File: src/rtl/ro_freq_counter.sv
// Ring-oscillator frequency counter: enables the oscillator, waits for it to settle,
// then counts synchronised rising edges of osc_in over a gate_len-cycle window.
module ro_freq_counter #(
    parameter int CNT_W         = 16,
    parameter int GATE_W        = 16,
    parameter int SETTLE_CYCLES = 8,
    parameter int SYNC_STAGES   = 2
) (
    input  logic              clk,
    input  logic              rst_n,
    input  logic              start,
    input  logic              abort,
    input  logic [GATE_W-1:0] gate_len,
    input  logic              osc_in,
    output logic              ro_ena,
    output logic              busy,
    output logic              done,
    output logic [CNT_W-1:0]  count,
    output logic              overflow
);

    localparam logic [1:0] ST_IDLE   = 2'd0;
    localparam logic [1:0] ST_SETTLE = 2'd1;
    localparam logic [1:0] ST_GATE   = 2'd2;
    localparam logic [1:0] ST_DONE   = 2'd3;

    localparam int SET_W = (SETTLE_CYCLES > 1) ? $clog2(SETTLE_CYCLES) : 1;

    logic [1:0]             state;
    logic [1:0]             state_nxt;
    logic [SYNC_STAGES-1:0] sync_q;
    logic                   prev_q;
    logic                   osc_rise;
    logic [CNT_W-1:0]       edge_cnt;
    logic [CNT_W-1:0]       edge_cnt_nxt;
    logic                   sat;
    logic                   sat_nxt;
    logic [SET_W-1:0]       settle_cnt;
    logic [GATE_W-1:0]      gate_cnt;
    logic [GATE_W-1:0]      gate_len_q;

    always_ff @(posedge clk or negedge rst_n) begin
        if (!rst_n) begin
            sync_q <= '0;
            prev_q <= 1'b0;
        end else begin
            sync_q <= {sync_q[SYNC_STAGES-2:0], osc_in};
            prev_q <= sync_q[SYNC_STAGES-1];
        end
    end

    assign osc_rise = sync_q[SYNC_STAGES-1] & ~prev_q;

    // Saturating increment; sat marks an edge lost while the counter was full.
    always_comb begin
        edge_cnt_nxt = edge_cnt;
        sat_nxt      = sat;
        if (state == ST_GATE && osc_rise) begin
            if (&edge_cnt) begin
                sat_nxt = 1'b1;
            end else begin
                edge_cnt_nxt = edge_cnt + CNT_W'(1);
            end
        end
    end

    always_comb begin
        state_nxt = state;
        case (state)
            ST_IDLE: begin
                if (start && !abort) begin
                    state_nxt = ST_SETTLE;
                end
            end
            ST_SETTLE: begin
                if (abort) begin
                    state_nxt = ST_IDLE;
                end else if (settle_cnt == '0) begin
                    state_nxt = (gate_len_q == '0) ? ST_DONE : ST_GATE;
                end
            end
            ST_GATE: begin
                if (abort) begin
                    state_nxt = ST_IDLE;
                end else if (gate_cnt == '0) begin
                    state_nxt = ST_DONE;
                end
            end
            default: state_nxt = ST_IDLE;
        endcase
    end

    always_ff @(posedge clk or negedge rst_n) begin
        if (!rst_n) begin
            state      <= ST_IDLE;
            edge_cnt   <= '0;
            sat        <= 1'b0;
            settle_cnt <= '0;
            gate_cnt   <= '0;
            gate_len_q <= '0;
            count      <= '0;
            overflow   <= 1'b0;
        end else begin
            state <= state_nxt;
            case (state)
                ST_IDLE: begin
                    if (start && !abort) begin
                        gate_len_q <= gate_len;
                        edge_cnt   <= '0;
                        sat        <= 1'b0;
                        settle_cnt <= SET_W'(SETTLE_CYCLES - 1);
                    end
                end
                ST_SETTLE: begin
                    if (settle_cnt != '0) begin
                        settle_cnt <= settle_cnt - SET_W'(1);
                    end else begin
                        gate_cnt <= gate_len_q - GATE_W'(1);
                    end
                end
                ST_GATE: begin
                    edge_cnt <= edge_cnt_nxt;
                    sat      <= sat_nxt;
                    if (gate_cnt != '0) begin
                        gate_cnt <= gate_cnt - GATE_W'(1);
                    end
                end
                default: ;
            endcase
            // Result is latched on entry to DONE so it is valid alongside the done pulse.
            if (state_nxt == ST_DONE) begin
                count    <= edge_cnt_nxt;
                overflow <= sat_nxt;
            end
        end
    end

    assign ro_ena = (state == ST_SETTLE) || (state == ST_GATE);
    assign busy   = ro_ena;
    assign done   = (state == ST_DONE);

endmodule

File: config.mk
export PLATFORM = sky130hd
export DESIGN_NAME = ro_freq_counter
export DESIGN_NICKNAME = d
export VERILOG_FILES = /design/src/rtl/ro_freq_counter.sv
export SDC_FILE = /design/constraint.sdc
export NUM_CORES = 1
export LEC_CHECK = 0
export CAP_MARGIN = 10
export CORE_MARGIN = 1.5
export CORE_UTILIZATION = 62
export CTS_CLUSTER_DIAMETER = 40
export CTS_CLUSTER_SIZE = 28
export DETAILED_ROUTE_END_ITERATION = 10
export PLACE_DENSITY = 0.86
export SETUP_SLACK_MARGIN = 0.5
export SYNTH_ARGS = -nofsm -noshare
export SYNTH_HDL_FRONTEND = slang
export SYNTH_SLANG_ARGS = --single-unit
export TNS_END_PERCENT = 1
File: constraint.sdc
create_clock -name clk -period 5.5 [get_ports clk]
set_clock_uncertainty 0.2 [all_clocks]
set_input_delay 0.825 -clock clk [delete_from_list [all_inputs] [get_ports clk]]
set_output_delay 0.825 -clock clk [all_outputs]
set_load 0.1 [all_outputs]
==> impl_metrics.csv <==
group,metric,value,unit
floorplan,fp-row-count,30,
worst_setup_path,cp_slowest_cell,"ha_1",
floorplan,die-area,7530,um^2
drt,postRouteAntennaNets,0,
worst_setup_path,path_max_fanout,19,
sta,setup_viol,0,
worst_setup_path,crit_start,"state[0]",
final_layout,area_growth,15.6,%
cts,htree_levels,3,
global_route,grtUsageTotal,29.2,%
sta,setup_tns,0,ns
worst_setup_path,critical_path.cell_chain,"inv_1 -> ha_1 -> mux2i_1 -> ha_1 -> nor4b_1 -> o22ai_1 -> nor2_1 -> nand4_1 -> a31oi_1 -> a21oi_1",
final_layout,final_common_cell,"nand2_1",
drt,avgRoutedWirePerCell,16.4,um
cts,path_clk_slew,0.08,ns
sta,worst_pin_slew,1.24,ns
worst_setup_path,arrival,3.69,ns
worst_setup_path,criticalPathCategory,"reg2reg",
run,cap_violations,0,
power,p_leak,0.00202,uW
power,ir_worst_vdd,0.340,mV
cts,postCtsSetupRepairBufs,0,
yosys,ys_top_cells_by_area,"dfrtp_1 43%, nand2_1 8.7%, a21oi_1 4.0%, o21ai_1 3.3%, o21ai_0 2.8%",
yosys,async_flop_share,100,%
global_route,gr-total-overflow,0,
sta,fmax,0.272,GHz
sta,grt_setup_unrepaired,"no",
final_layout,insertedDiodeCount,0,
placed_design,dp_hpwl,6810,um
floorplan,core,6790,um^2
worst_setup_path,cp_slowest_stage_delay,0.62,ns
yosys,syn_nets,537,
drt,drtIter0Drc,385,
sta,timing.final.ws_setup,1.83,ns
drt,drt_wl_total,10400,um
floorplan,die_h,86.8,um
drt,drc,0,
worst_setup_path,ff2ff_path_depth,10,
min_path,hold_class,"reg2reg",
sta,timing.final.hold_violations,0,
yosys,synth_flop_cell,"dfrtp_1",
yosys,synth_seq_cells,74,
cts,cts_num_sinks,74,
sta,fin_crit,3.67,ns
placed_design,io_buffer_count,40,
yosys,synthDistinctLibCells,66,
drt,dr.pass1.iters,6,
drt,dr_total_vias,3969,
placed_design,pre_cts_ws,1.67,ns
yosys,syn_avg_cell_area,8.57,um^2
global_route,antenna_found_initial,0,
placed_design,gp_congestion,0.888,
floorplan,fp.dieW,86.8,um
yosys,ys_seq_area_share,42.5,%
floorplan,initial_core_util,64.1,%
yosys,yosysTopAreaCell,"dfrtp_1",
yosys,synthesis.area,4350,um^2
yosys,syn_inst,508,
sta,slew-limit-headroom,17.1,%
final_layout,drive_above_1_share,5.90,%
worst_setup_path,end_kind,"register",
cts,hold_buffers,0,
min_path,min_from,"sync_q[0]",
global_route,grt_pass1_wl,17300,um
yosys,synth-edff-count,0,
worst_setup_path,critPathLaunchType,"register",
cts,clockRootBuffer,"clkbuf_8",
final_layout,final_nets,566,
min_path,min_path_cells,0,
cts,cts_resized,0,
worst_setup_path,cp_common_cell,"ha_1",
yosys,yosysWarnings,0,
power,p_per_area,398,nW/um^2
floorplan,io_pins,41,
final_layout,final_cell_mix,"101 x nand2_1, 74 x dfrtp_1, 39 x clkdlybuf4s50_1, 35 x a21oi_1, 29 x o21ai_1",
global_route,grt_pass1_vias,3835,
cts,cts_tree,"built",
yosys,synth_top_area_share,42.5,%
final_layout,final_util,74.1,%
drt,viasPerCell,6.22,
sta,post-route-period-util,66.8,%
global_route,grt_max_degree,75,
worst_setup_path,r2r-start,"state[0]",
cts,clk_path_buf_depth,2,
run_status,status,"completed",
sta,drv_slew,0,
cts,clkLatencyLatePin,0.36,ns
worst_setup_path,critPathRequiredTime,5.51,ns
cts,cts_made_buffers,9,
-- cell type report --
class                           instances  area (um^2)
Clock buffer                           12          145
Clock inverter                          4         98.8
Fill cell                             513         1760
Inverter                               13         48.8
Multi-Input combinational cell        397         2350
Sequential cell                        74         1850
Tap cell                               96          120
Timing Repair Buffer                   42          420
-- stage by stage --
| stage | total power [uW] | hold slack (ns) | std cells | cell area, um^2 |
|---|---|---|---|---|
| after floorplan | 1300 | 0.131 | 508 | 4350 |
| after global placement | 1440 | 0.135 | 621 | 4780 |
| after detailed placement | 1470 | 0.138 | 621 | 4780 |
| after CTS | 2000 | 0.156 | 637 | 5020 |
| after global routing | 2130 | 0.160 | 638 | 5030 |
| final | 2000 | 0.155 | 638 | 5030 |
-- synthesized netlist by cell type, types with 10 or more instances --
library cell,count
nand2_1,101
dfrtp_1,74
a21oi_1,35
o21ai_1,29
nor2_1,27
o21ai_0,24
nand3_1,16
nor3_1,16
inv_1,13
clkbuf_1,12
o22ai_1,10
xnor2_1,10
-- worst max-delay path: cells and delay by family (launching register included) --
kind	cells	cell delay [ns]
simple gates	3	0.90
fa+ha+maj	2	0.89
compound gates	3	0.66
flops	1	0.43
mux	1	0.30
buf+inv	1	0.14
-- report_power, final --
part	leakage (uW)	total (uW)	internal (uW)	switching [uW]
clock network	0.000121	520	315	205
registers	0.000977	825	650	175
logic	0.000922	657	265	393
total	0.00202	2000	1230	772
-- path summary, 6_finish.rpt --
check,end,slack (ns)
worst min-delay path,sync_q[1],0.15
min in group asynchronous,gate_cnt[1],0.39
max in group asynchronous,gate_cnt[14],4.07
worst max register to register,gate_cnt[14],1.83
worst min register to register,sync_q[1],0.15
worst max-delay path,gate_cnt[14],1.83
-- sequential cells by signal (all words and copies together) (netlist names) --
| name | count |
|---|---|
| sync_q | 2 |
| sat | 1 |
| state | 2 |
| count | 16 |
| gate_len_q | 16 |
| overflow | 1 |
| gate_cnt | 16 |
| prev_q | 1 |
| edge_cnt | 16 |
| settle_cnt | 3 |
-- logic make-up after synthesis --
family	Yosys count	synth area share (%)
simple gates	217	24.9
mux	9	2.16
buf+inv	37	3.51
flops	74	42.5
fa+ha+maj	8	2.30
compound gates	144	20.8
xor+xnor	19	3.82
-- metal layers --
layer,vias to the layer above,part of all wire (%),track usage (%)
met5,-,0,0
met4,0,1.0,9.38
li1,1881,-,-
met2,175,47,46.4
met3,16,6.8,6.95
met1,1897,45,39.7
Power figures use the tool's default switching activity.
